File: config.mk
export PLATFORM = sky130hd
export DESIGN_NAME = ic_q_flat
export DESIGN_NICKNAME = d
export VERILOG_FILES = /design/src/rtl/ic_q_pkg.sv /design/src/rtl/ic_q_if.sv /design/src/rtl/ic_q_buf.sv /design/src/rtl/ic_q.sv /design/src/flat_wrapper.sv
export SDC_FILE = /design/constraint.sdc
export NUM_CORES = 1
export LEC_CHECK = 0
export ABC_AREA = 1
export BUFFER_PORTS_ARGS = -buffer_cell sky130_fd_sc_hd__buf_2
export CORE_MARGIN = 5
export CORE_UTILIZATION = 64
export DETAILED_ROUTE_END_ITERATION = 16
export MAX_ROUTING_LAYER = met4
export PLACE_DENSITY_LB_ADDON = 0.3
export SETUP_SLACK_MARGIN = 0.1
export SLEW_MARGIN = 15
export SYNTH_ARGS = -nofsm -noshare
export SYNTH_HDL_FRONTEND = slang
export SYNTH_HIERARCHICAL = 1
export SYNTH_SLANG_ARGS = --single-unit
File: constraint.sdc
create_clock -name CLK -period 3.7 [get_ports CLK]
set_input_delay 0.555 -clock CLK [delete_from_list [all_inputs] [get_ports CLK]]
set_output_delay 0.555 -clock CLK [all_outputs]
set_load 0.02 [all_outputs]
File: src/rtl/ic_q_pkg.sv
// rtl/ic_q_pkg.sv - shared constants and width helpers for the instruction-cache fetch queue
package ic_q_pkg;

    localparam logic INST_VALID = 1'b1;

    function automatic int ptr_w(input int depth);
        return (depth > 1) ? $clog2(depth) : 1;
    endfunction

    function automatic int cnt_w(input int depth);
        return $clog2(depth + 1);
    endfunction

endpackage

File: src/rtl/ic_q_if.sv
// rtl/ic_q_if.sv - fetch-issue / memory-response / decode handshake bundle for ic_q
interface ic_q_if #(
    parameter int ADDR_W = 32,
    parameter int DATA_W = 32
);
    logic [ADDR_W-1:0] PC_I;
    logic              IV_I;
    logic              REQ_RDY_O;
    logic [DATA_W-1:0] RDATA_I;
    logic              RVALID_I;
    logic              FLUSH_I;
    logic [ADDR_W-1:0] PC_O;
    logic [DATA_W-1:0] INST_O;
    logic              IV_O;
    logic              DS_RDY_I;
    logic              RSP_ERR_O;

    modport slave (
        input  PC_I, IV_I, RDATA_I, RVALID_I, FLUSH_I, DS_RDY_I,
        output REQ_RDY_O, PC_O, INST_O, IV_O, RSP_ERR_O
    );

    modport master (
        output PC_I, IV_I, RDATA_I, RVALID_I, FLUSH_I, DS_RDY_I,
        input  REQ_RDY_O, PC_O, INST_O, IV_O, RSP_ERR_O
    );
endinterface

File: src/rtl/ic_q_buf.sv
// rtl/ic_q_buf.sv - DEPTH-entry {pc, inst, filled} array with tail write, fill and head read ports
module ic_q_buf
    import ic_q_pkg::*;
#(
    parameter int ADDR_W = 32,
    parameter int DATA_W = 32,
    parameter int DEPTH  = 4,
    parameter int PTR_W  = ptr_w(DEPTH)
) (
    input  logic              CLK,
    input  logic              RST,
    input  logic              i_clr,
    input  logic              i_wr_en,
    input  logic [PTR_W-1:0]  i_wr_ptr,
    input  logic [ADDR_W-1:0] i_wr_pc,
    input  logic              i_fill_en,
    input  logic [PTR_W-1:0]  i_fill_ptr,
    input  logic [DATA_W-1:0] i_fill_data,
    input  logic [PTR_W-1:0]  i_rd_ptr,
    output logic [ADDR_W-1:0] o_rd_pc,
    output logic [DATA_W-1:0] o_rd_inst,
    output logic              o_rd_filled
);
    typedef struct packed {
        logic [ADDR_W-1:0] pc;
        logic [DATA_W-1:0] inst;
        logic              filled;
    } entry_t;

    entry_t r_mem [DEPTH];

    // A fill and a tail write never target the same slot (memory latency >= 1).
    always_ff @(posedge CLK or negedge RST) begin
        if (!RST) begin
            for (int i = 0; i < DEPTH; i++) r_mem[i] <= '0;
        end else begin
            if (i_clr) begin
                for (int i = 0; i < DEPTH; i++) r_mem[i].filled <= 1'b0;
            end
            if (i_fill_en) begin
                r_mem[i_fill_ptr].inst   <= i_fill_data;
                r_mem[i_fill_ptr].filled <= INST_VALID;
            end
            if (i_wr_en) begin
                r_mem[i_wr_ptr].pc     <= i_wr_pc;
                r_mem[i_wr_ptr].inst   <= '0;
                r_mem[i_wr_ptr].filled <= 1'b0;
            end
        end
    end

    assign o_rd_pc     = r_mem[i_rd_ptr].pc;
    assign o_rd_inst   = r_mem[i_rd_ptr].inst;
    assign o_rd_filled = r_mem[i_rd_ptr].filled;
endmodule

File: src/rtl/ic_q.sv
// rtl/ic_q.sv - in-order fetch queue between IF and ID with flush-drop accounting
module ic_q
    import ic_q_pkg::*;
#(
    parameter int ADDR_W = 32,
    parameter int DATA_W = 32,
    parameter int DEPTH  = 4
) (
    input logic   CLK,
    input logic   RST,
    ic_q_if.slave bus
);
    localparam int PTR_W = ptr_w(DEPTH);
    localparam int CNT_W = cnt_w(DEPTH);

    logic [PTR_W-1:0]  r_head, r_tail, r_fill;
    logic [CNT_W-1:0]  r_cnt, r_unf, r_drop;
    logic              r_err;

    logic [CNT_W:0]    w_occ;
    logic              w_rdy, w_push, w_pop, w_iv, w_has;
    logic              w_drop_rsp, w_fill, w_err_rsp, w_rsp_ok;
    logic [ADDR_W-1:0] w_rd_pc;
    logic [DATA_W-1:0] w_rd_inst;
    logic              w_rd_filled;

    assign w_occ  = {1'b0, r_cnt} + {1'b0, r_drop};
    assign w_rdy  = w_occ < (CNT_W+1)'(DEPTH);
    assign w_has  = (r_cnt != '0);
    assign w_iv   = w_has && w_rd_filled && !bus.FLUSH_I;
    assign w_push = bus.IV_I && w_rdy;
    assign w_pop  = w_iv && bus.DS_RDY_I;

    // Responses retire pending drops first, then the oldest unfilled entry.
    assign w_drop_rsp = bus.RVALID_I && (r_drop != '0);
    assign w_err_rsp  = bus.RVALID_I && (r_drop == '0) && (r_unf == '0);
    assign w_rsp_ok   = bus.RVALID_I && !w_err_rsp;
    assign w_fill     = bus.RVALID_I && (r_drop == '0) && (r_unf != '0) && !bus.FLUSH_I;

    ic_q_buf #(
        .ADDR_W(ADDR_W),
        .DATA_W(DATA_W),
        .DEPTH (DEPTH),
        .PTR_W (PTR_W)
    ) u_buf (
        .CLK        (CLK),
        .RST        (RST),
        .i_clr      (bus.FLUSH_I),
        .i_wr_en    (w_push),
        .i_wr_ptr   (r_tail),
        .i_wr_pc    (bus.PC_I),
        .i_fill_en  (w_fill),
        .i_fill_ptr (r_fill),
        .i_fill_data(bus.RDATA_I),
        .i_rd_ptr   (r_head),
        .o_rd_pc    (w_rd_pc),
        .o_rd_inst  (w_rd_inst),
        .o_rd_filled(w_rd_filled)
    );

    always_ff @(posedge CLK or negedge RST) begin
        if (!RST) begin
            r_head <= '0;
            r_tail <= '0;
            r_fill <= '0;
            r_cnt  <= '0;
            r_unf  <= '0;
            r_drop <= '0;
            r_err  <= 1'b0;
        end else begin
            if (w_err_rsp) r_err <= 1'b1;
            if (bus.FLUSH_I) begin
                // Every unfilled entry becomes a drop; a same-cycle fetch survives as the new head.
                r_head <= r_tail;
                r_fill <= r_tail;
                r_tail <= r_tail + PTR_W'(w_push);
                r_cnt  <= CNT_W'(w_push);
                r_unf  <= CNT_W'(w_push);
                r_drop <= r_drop + r_unf - CNT_W'(w_rsp_ok);
            end else begin
                r_head <= r_head + PTR_W'(w_pop);
                r_tail <= r_tail + PTR_W'(w_push);
                r_fill <= r_fill + PTR_W'(w_fill);
                r_cnt  <= r_cnt + CNT_W'(w_push) - CNT_W'(w_pop);
                r_unf  <= r_unf + CNT_W'(w_push) - CNT_W'(w_fill);
                r_drop <= r_drop - CNT_W'(w_drop_rsp);
            end
        end
    end

    assign bus.REQ_RDY_O = w_rdy;
    assign bus.IV_O      = w_iv;
    assign bus.PC_O      = w_has ? w_rd_pc : '0;
    assign bus.INST_O    = w_has ? w_rd_inst : '0;
    assign bus.RSP_ERR_O = r_err;
endmodule

File: src/flat_wrapper.sv
// flat-port wrapper written by rule: the top's interface ports become plain ports
module ic_q_flat import ic_q_pkg::*;
#(
    parameter int ADDR_W = 32,
    parameter int DATA_W = 32,
    parameter int DEPTH  = 4
)
  (CLK, RST, bus_PC_I, bus_IV_I, bus_RDATA_I, bus_RVALID_I, bus_FLUSH_I, bus_DS_RDY_I, bus_REQ_RDY_O, bus_PC_O, bus_INST_O, bus_IV_O, bus_RSP_ERR_O);
  ic_q_if #(.ADDR_W(ADDR_W), .DATA_W(DATA_W)) bus_i ();
  input logic CLK;
  input logic RST;
  input wire logic [$bits(bus_i.PC_I)-1:0] bus_PC_I;
  input wire logic [$bits(bus_i.IV_I)-1:0] bus_IV_I;
  input wire logic [$bits(bus_i.RDATA_I)-1:0] bus_RDATA_I;
  input wire logic [$bits(bus_i.RVALID_I)-1:0] bus_RVALID_I;
  input wire logic [$bits(bus_i.FLUSH_I)-1:0] bus_FLUSH_I;
  input wire logic [$bits(bus_i.DS_RDY_I)-1:0] bus_DS_RDY_I;
  output wire logic [$bits(bus_i.REQ_RDY_O)-1:0] bus_REQ_RDY_O;
  output wire logic [$bits(bus_i.PC_O)-1:0] bus_PC_O;
  output wire logic [$bits(bus_i.INST_O)-1:0] bus_INST_O;
  output wire logic [$bits(bus_i.IV_O)-1:0] bus_IV_O;
  output wire logic [$bits(bus_i.RSP_ERR_O)-1:0] bus_RSP_ERR_O;
  assign bus_i.PC_I = bus_PC_I;
  assign bus_i.IV_I = bus_IV_I;
  assign bus_i.RDATA_I = bus_RDATA_I;
  assign bus_i.RVALID_I = bus_RVALID_I;
  assign bus_i.FLUSH_I = bus_FLUSH_I;
  assign bus_i.DS_RDY_I = bus_DS_RDY_I;
  assign bus_REQ_RDY_O = bus_i.REQ_RDY_O;
  assign bus_PC_O = bus_i.PC_O;
  assign bus_INST_O = bus_i.INST_O;
  assign bus_IV_O = bus_i.IV_O;
  assign bus_RSP_ERR_O = bus_i.RSP_ERR_O;
  ic_q #(.ADDR_W(ADDR_W), .DATA_W(DATA_W), .DEPTH(DEPTH)) u_core (.CLK(CLK), .RST(RST), .bus(bus_i));
endmodule
# Word-level counts from Yosys, hierarchy flattened
# Cells that the tools add are included.
[op_classes] bitwise_logic=3 shifts=0 n_mul=0 n_div=0 n_reduce_logical=19 addsub=11 order_cmp=6 eq_ne=0 muxes=31
[op_table] op="$bwmux 260" n=5
[op_table] op="$demux 65 s2" n=5
[op_table] op="$mux 260" n=2
[op_table] op="$mux 65" n=3
[op_table] op="$bmux 65 s2" n=1
[op_table] op="$mux 33" n=2
[op_table] op="$mux 32" n=2
[op_table] op="$logic_and 1x1->1" n=12
[op_table] op="$sub 3x1->3" n=4
[op_table] op="$ge 3x3->1 const B" n=3
[op_table] op="$mux 3" n=3
[op_table] op="$not 2->3" n=3
[op_table] op="$reduce_bool 3->1" n=3
[op_table] op="$add 2x1->2" n=3
[op_table] op="$add 3x1->3" n=2
[op_table] op="$logic_not 3->1" n=2
[op_table] op="$lt 3x1->1 const B" n=2
[op_table] op="$mux 1" n=6
[op_table] op="$add 3x3->4" n=1
[op_table] op="$lt 4x3->1 const B" n=1
[op_table] op="$mux 2" n=2
[op_table] op="$add 3x3->3" n=1
[op_table] op="$logic_not 1->1" n=2
[totals] wordCells=89 register_bits=276 inputBits=70 memories=0 latch_bits=0 out_inout_bits=67 mem_bits_ro=0 ram_bits=0

# Depth between registers and ports, before layout
[depth] word_depth=12 depth_mapped=15 mapped_depth_nobuf=13

# By module
# Netlist, hierarchy kept.
[modules_own_cells] mod="ic_q_buf" seq_area_each_um2=6506.2 area_each_um2=12717.2 n_inst=1 cells_per_inst=1713
[modules_own_cells] mod="ic_q" seq_area_each_um2=400.4 area_each_um2=1560.2 n_inst=1 cells_per_inst=246

# Worst setup path before layout
# Ideal clock, no wire load.
[synth_path] path_type="reg2reg" from="register u_core.r_head[0]" to="register u_core.r_cnt[2]" period_less_slack_ns=2.539 path_stages_with_launch=16 slack_ns=1.161 arrival_ns=2.415 setup_ns=0.124 path_buffers=3 t_required_ns=3.576 path_cell_list="dfrtp_1 > buf_2 > buf_2 > buf_2 > a21oi_1 > o21ai_0 > nand2_1 > nand2_2 > a21oi_4 > nand2_2 > xor2_1 > ha_1 > inv_1 > fa_1 > o21ai_0 > a21oi_1"
[synth_via] elab_chain_cells=9
[synth_lines] element="start: declaration" line_no="ic_q.sv:16" rtl="logic [PTR_W-1:0] r_head, r_tail, r_fill;"
[synth_lines] element="start signal: assignment" line_no="ic_q.sv:74" rtl="r_head <= r_tail;"
[synth_lines] element="start signal: assignment" line_no="ic_q.sv:81" rtl="r_head <= r_head + PTR_W'(w_pop);"
[synth_lines] element="$not 2->3 (not written as such)" line_no="ic_q_buf.sv:54" rtl="assign o_rd_filled = r_mem[i_rd_ptr].filled;"
[synth_lines] element="$bmux 65 s2" line_no="ic_q_buf.sv:54"
[synth_lines] element="$mux 65 (not written as such) (2 in a row)" line_no="ic_q_buf.sv:54"
[synth_lines] element="net u_core.w_rd_filled" line_no="ic_q.sv:25" rtl="logic w_rd_filled;"
[synth_lines] element="$logic_and 1x1->1 (2 in a row)" line_no="ic_q.sv:30" rtl="assign w_iv = w_has && w_rd_filled && !bus.FLUSH_I;"
[synth_lines] element="net bus_IV_O" line_no="flat_wrapper.sv:21" rtl="output wire logic [$bits(bus_i.IV_O)-1:0] bus_IV_O;"
[synth_lines] element="$logic_and 1x1->1" line_no="ic_q.sv:32" rtl="assign w_pop = w_iv && bus.DS_RDY_I;"
[synth_lines] element="$sub 3x1->3" line_no="ic_q.sv:84" rtl="r_cnt <= r_cnt + CNT_W'(w_push) - CNT_W'(w_pop);"
[synth_lines] element="$mux 3" line_no="ic_q.sv:72" rtl="if (bus.FLUSH_I) begin"
[synth_lines] element="end signal: assignment" line_no="ic_q.sv:77" rtl="r_cnt <= CNT_W'(w_push);"
[synth_lines] element="end signal: assignment" line_no="ic_q.sv:84"
[synth_lines] element="end: declaration" line_no="ic_q.sv:17" rtl="logic [CNT_W-1:0] r_cnt, r_unf, r_drop;"
# The timed path passes the listed nets, and every way through them passes these cells. The select of a mux whose other input is x is not followed.
# A chain may end at the register's enable or synchronous reset.

# Worst setup path after layout
[layout_path] from="register u_core.r_head[1]" to="output bus_PC_O[5]"
[layout_via] elab_chain_cells=5
[layout_lines] element="$not 2->3 (not written as such)" line_no="ic_q_buf.sv:52" rtl="assign o_rd_pc = r_mem[i_rd_ptr].pc;"
[layout_lines] element="$bmux 65 s2" line_no="ic_q_buf.sv:52"
[layout_lines] element="$mux 65 (2 in a row)"
[layout_lines] element="net u_core.w_rd_pc[5]" line_no="ic_q.sv:23" rtl="logic [ADDR_W-1:0] w_rd_pc;"
[layout_lines] element="$mux 32" line_no="ic_q.sv:93" rtl="assign bus.PC_O = w_has ? w_rd_pc : '0;"
[layout_lines] element="end: declaration" line_no="flat_wrapper.sv:19" rtl="output wire logic [$bits(bus_i.PC_O)-1:0] bus_PC_O;"
# The timed path passes the listed nets, and every way through them passes these cells. The select of a mux whose other input is x is not followed.

==> results.yml <==
run_status:
  outcome: "finished, final reports clean"
logic_synthesis:
  synthAdderAreaFrac_pct: 1.472
  synth.distinct_cells: 28
  yosys-top-cells-area: "dfrtp_1 (48%), nand2_1 (14%), nor2_1 (8.6%), inv_1 (8.2%), o21ai_0 (6.9%)"
  synthDominantAreaCellType: "dfrtp_1"
  async_flop_share_pct: 100.0
  postSynthCellCount: 1959
  synth_top_family_by_area: "simple AND/OR/NAND/NOR gates"
  yosys-mux-area-fraction_pct: 0
  synth_nets: 2044
  synthesized_area_fraction_occupied_by_xor_and_xnor_cells_pct: 0.4908
  synth.top_cell.area_share_pct: 48.37
  syn_avg_cell_area_um2: 7.288
  register_bit_count_reported_by_yosys: 276
  synthMostInstantiatedCell: "nand2_1"
  post_synth_instance_area_um2: 14280
  most_used_standard_cells_in_the_synthesized_netlist: "nand2_1 (540), nor2_1 (328), inv_1 (313)"
  synth-edff-count: 0
  synth-compound-area-share_pct: 12.99
  dominantRegCellSynth: "dfrtp_1"
  synth_seq_area_share_pct: 48.37
  synth_simple_gate_area_share_pct: 23.88
  synth.yosys.warnings: 6
clock_tree:
  post-cts-setup-buffer-count: 0
  cts_buffers: 30
  clk_pin_slew_worst_paths_ns: 0.06
  cts.sink_count: 276
  cts_hold_repair.buffers: 0
  clock-root-buffer: "clkbuf_16"
  cts.repair.resized: 0
  clockBufferDepth: 3
  clock_tree_from_tritoncts: "yes"
  cts_max_level: 1
  worstSkewPairLatency_ns: 0.55
global_routing:
  global_route.usage.total_pct: 26.92
  grt_start_max_net_pins: 103
  grt_ovf: 0
  grt_pass1_wl_um: 57170
  grt_antenna_before_repair: 1
  first_global_vias: 11950
route:
  antenna_left: 0
  totalWireLength_um: 33340
  post_drt_wl_per_cell_um: 14.28
  detail_route.vias_per_cell: 5.246
  drt_iter0_markers: 1105
  num_vias: 12250
  post-route-drc-count: 0
  drt-pass1-iter-count: 5
final_layout:
  post_route_cells_drive_above_1_share_pct: 10.81
  postLayoutCellArea_um2: 15970
  areaGrowthSynthToFinish_pct: 11.82
  finalNetCount: 2118
  final.fill_count: 1778
worst_hold_path:
  hold_class: "in -> async"
placed_design:
  placed_cell_area_um2: 14980
  gp_routability_congestion: 0.8290
  detailedPlacementHpwl_um: 20310
  place_ws_ns: 0.8531
  numPortBuffers: 136
sta:
  slew_violations: 0
  rsz0062_at_grt: "no"
  timing.fmax_mhz: 296.6
  hold_slack_ns: 0.008756
  layout_min_cycle_time_ns: 3.372
  worstMarginPinSlew_ns: 0.9485
  finalCritPeriodShare_pct: 91.12
  slew_headroom_pct: 36.69
  timing.setup.tns_ns: 0
  setup_violations: 0
  hold_viol: 0
  worst_clock_skew_ns: 0.01413
  postLayoutSetupSlackWorst_ns: 0.3284
power:
  max-vdd-ir-drop_uv: 550.1
  pwr_density_cell_nw_per_um2: 896.5
  leakage_uw: 0.009172
setup_path:
  cpLargestDelayFamily: "flip-flops"
  timing.critical_path.arrival_ns: 2.82
  critical_path.slowest_cell: "dfrtp_4"
  worst_ep_required_time_ns: 3.14
  crit_fanout: 70
  timing.critical_path.slowest_cell_delay_ns: 0.97
  worstSetupPathType: "reg -> out"
  worst_r2r_startpoint: "u_core/r_cnt[1]"
  cp-end-kind: "primary output"
  critical_path.cell_chain: "buf_4, o211ai_1, nand2_1, inv_1, nor2_1, buf_2"
  cp-startpoint: "u_core/r_head[1]"
  cp.buffers_inverters: 3
  critical_path.startpoint_type: "flip-flop"
floorplanning:
  die_y_um: 159.4
  start_util_pct: 65.22
  std_cell_rows: 54
  ioPinCount: 137
  core_region_area_um2: 21890
  design.die.area_um2: 25400
  die_w_um: 159.4
run:
  drv.max_cap_violation_count: 0
==> final timing paths <==
| kind | end | slack, ns | cells after the start |
|---|---|---|---|
| min in group CLK | u_core/u_buf/r_mem[196] | 0.29 | 3 |
| hold / removal | u_core/u_buf/r_mem[95] | 0.009 | 1 |
| max in group asynchronous | u_core/u_buf/r_mem[46] | 2.67 | 2 |
| setup reg to reg | u_core/u_buf/r_mem[43] | 0.80 | 9 |
| setup / recovery | bus_PC_O[5] | 0.33 | 6 |
| hold reg to reg | u_core/bus.RSP_ERR_O | 0.47 | 1 |
==> state kept, by name, summed over array words and instances (netlist names) <==
signal                count
u_core/bus.RSP_ERR_O      1
u_core/r_cnt              3
u_core/r_drop             3
u_core/r_fill             2
u_core/r_head             2
u_core/r_tail             2
u_core/r_unf              3
u_core/u_buf/r_mem      260
==> through the flow <==
| step | power [µW] | std cells | util, % |
|---|---|---|---|
| floorplan | 9740 | 1959 | - |
| global placement | 11070 | 2281 | 68.43 |
| detailed placement | 11350 | 2281 | 68.43 |
| CTS | 14380 | 2334 | 72.92 |
| global route | 15570 | 2335 | 72.93 |
| finish | 14310 | 2335 | 72.93 |
==> worst reg2reg max path: stages (launching register included) <==
cell,delay [ns]
dfrtp_1,0.44
ha_1,0.31
nand3_1,0.09
nand3_1,0.10
inv_1,0.08
nand2_1,0.09
inv_1,0.34
nand3_4,0.69
buf_12,0.45
o21ai_0,0.21
==> report_power, final <==
group	internal (µW)	total [µW]	leakage (µW)	switching, µW
sequential	4320	5130	0.00360	814
combinational	2100	6220	0.00509	4120
clock	1770	2960	0.000484	1190
==> cell usage in the layout (no fill, tap or decap), types with 12 or more instances in the layout <==
cell	count
a21oi_1	66
buf_2	135
buf_4	19
clkbuf_16	30
dfrtp_1	274
ha_1	12
inv_1	313
nand2_1	540
nor2_1	328
o211ai_1	65
o21ai_0	198
==> layer usage <==
metal | global-route usage, % | wire length (µm) | share of wire, % | vias up
met5 | - | 0 | 0 | -
met4 | 6.320 | 686 | 2.1 | 0
met3 | 3.288 | 1929 | 5.8 | 51
met2 | 45.45 | 16550 | 50 | 376
met1 | 35.14 | 14170 | 43 | 5735
li1 | - | - | - | 6088
==> area by class of cell <==
type / instances / area, µm² / share of cell area (%)
tap: 280 / 350.3 / 2.194
multi-input combinational: 1249 / 5594 / 35.04
clock inverter: 8 / 105.1 / 0.6583
timing repair buffer: 160 / 933.4 / 5.846
inverter: 316 / 1189 / 7.445
sequential: 276 / 6914 / 43.31
clock buffer: 45 / 877.1 / 5.494
antenna: 1 / 2.502 / 0.01567
==> logic make-up (layout without fill, tap and decap cells) <==
group | Yosys count | count (layout)
AOI/OAI and AO/OA | 334 | 334
DFF | 276 | 276
and+or+nand+nor | 892 | 892
xor gates and xnor gates | 8 | 8
buffers and inverters | 434 | 529
other | 0 | 1
adders and majority gates | 15 | 15
No activity file was read; power rests on OpenSTA's default activity.
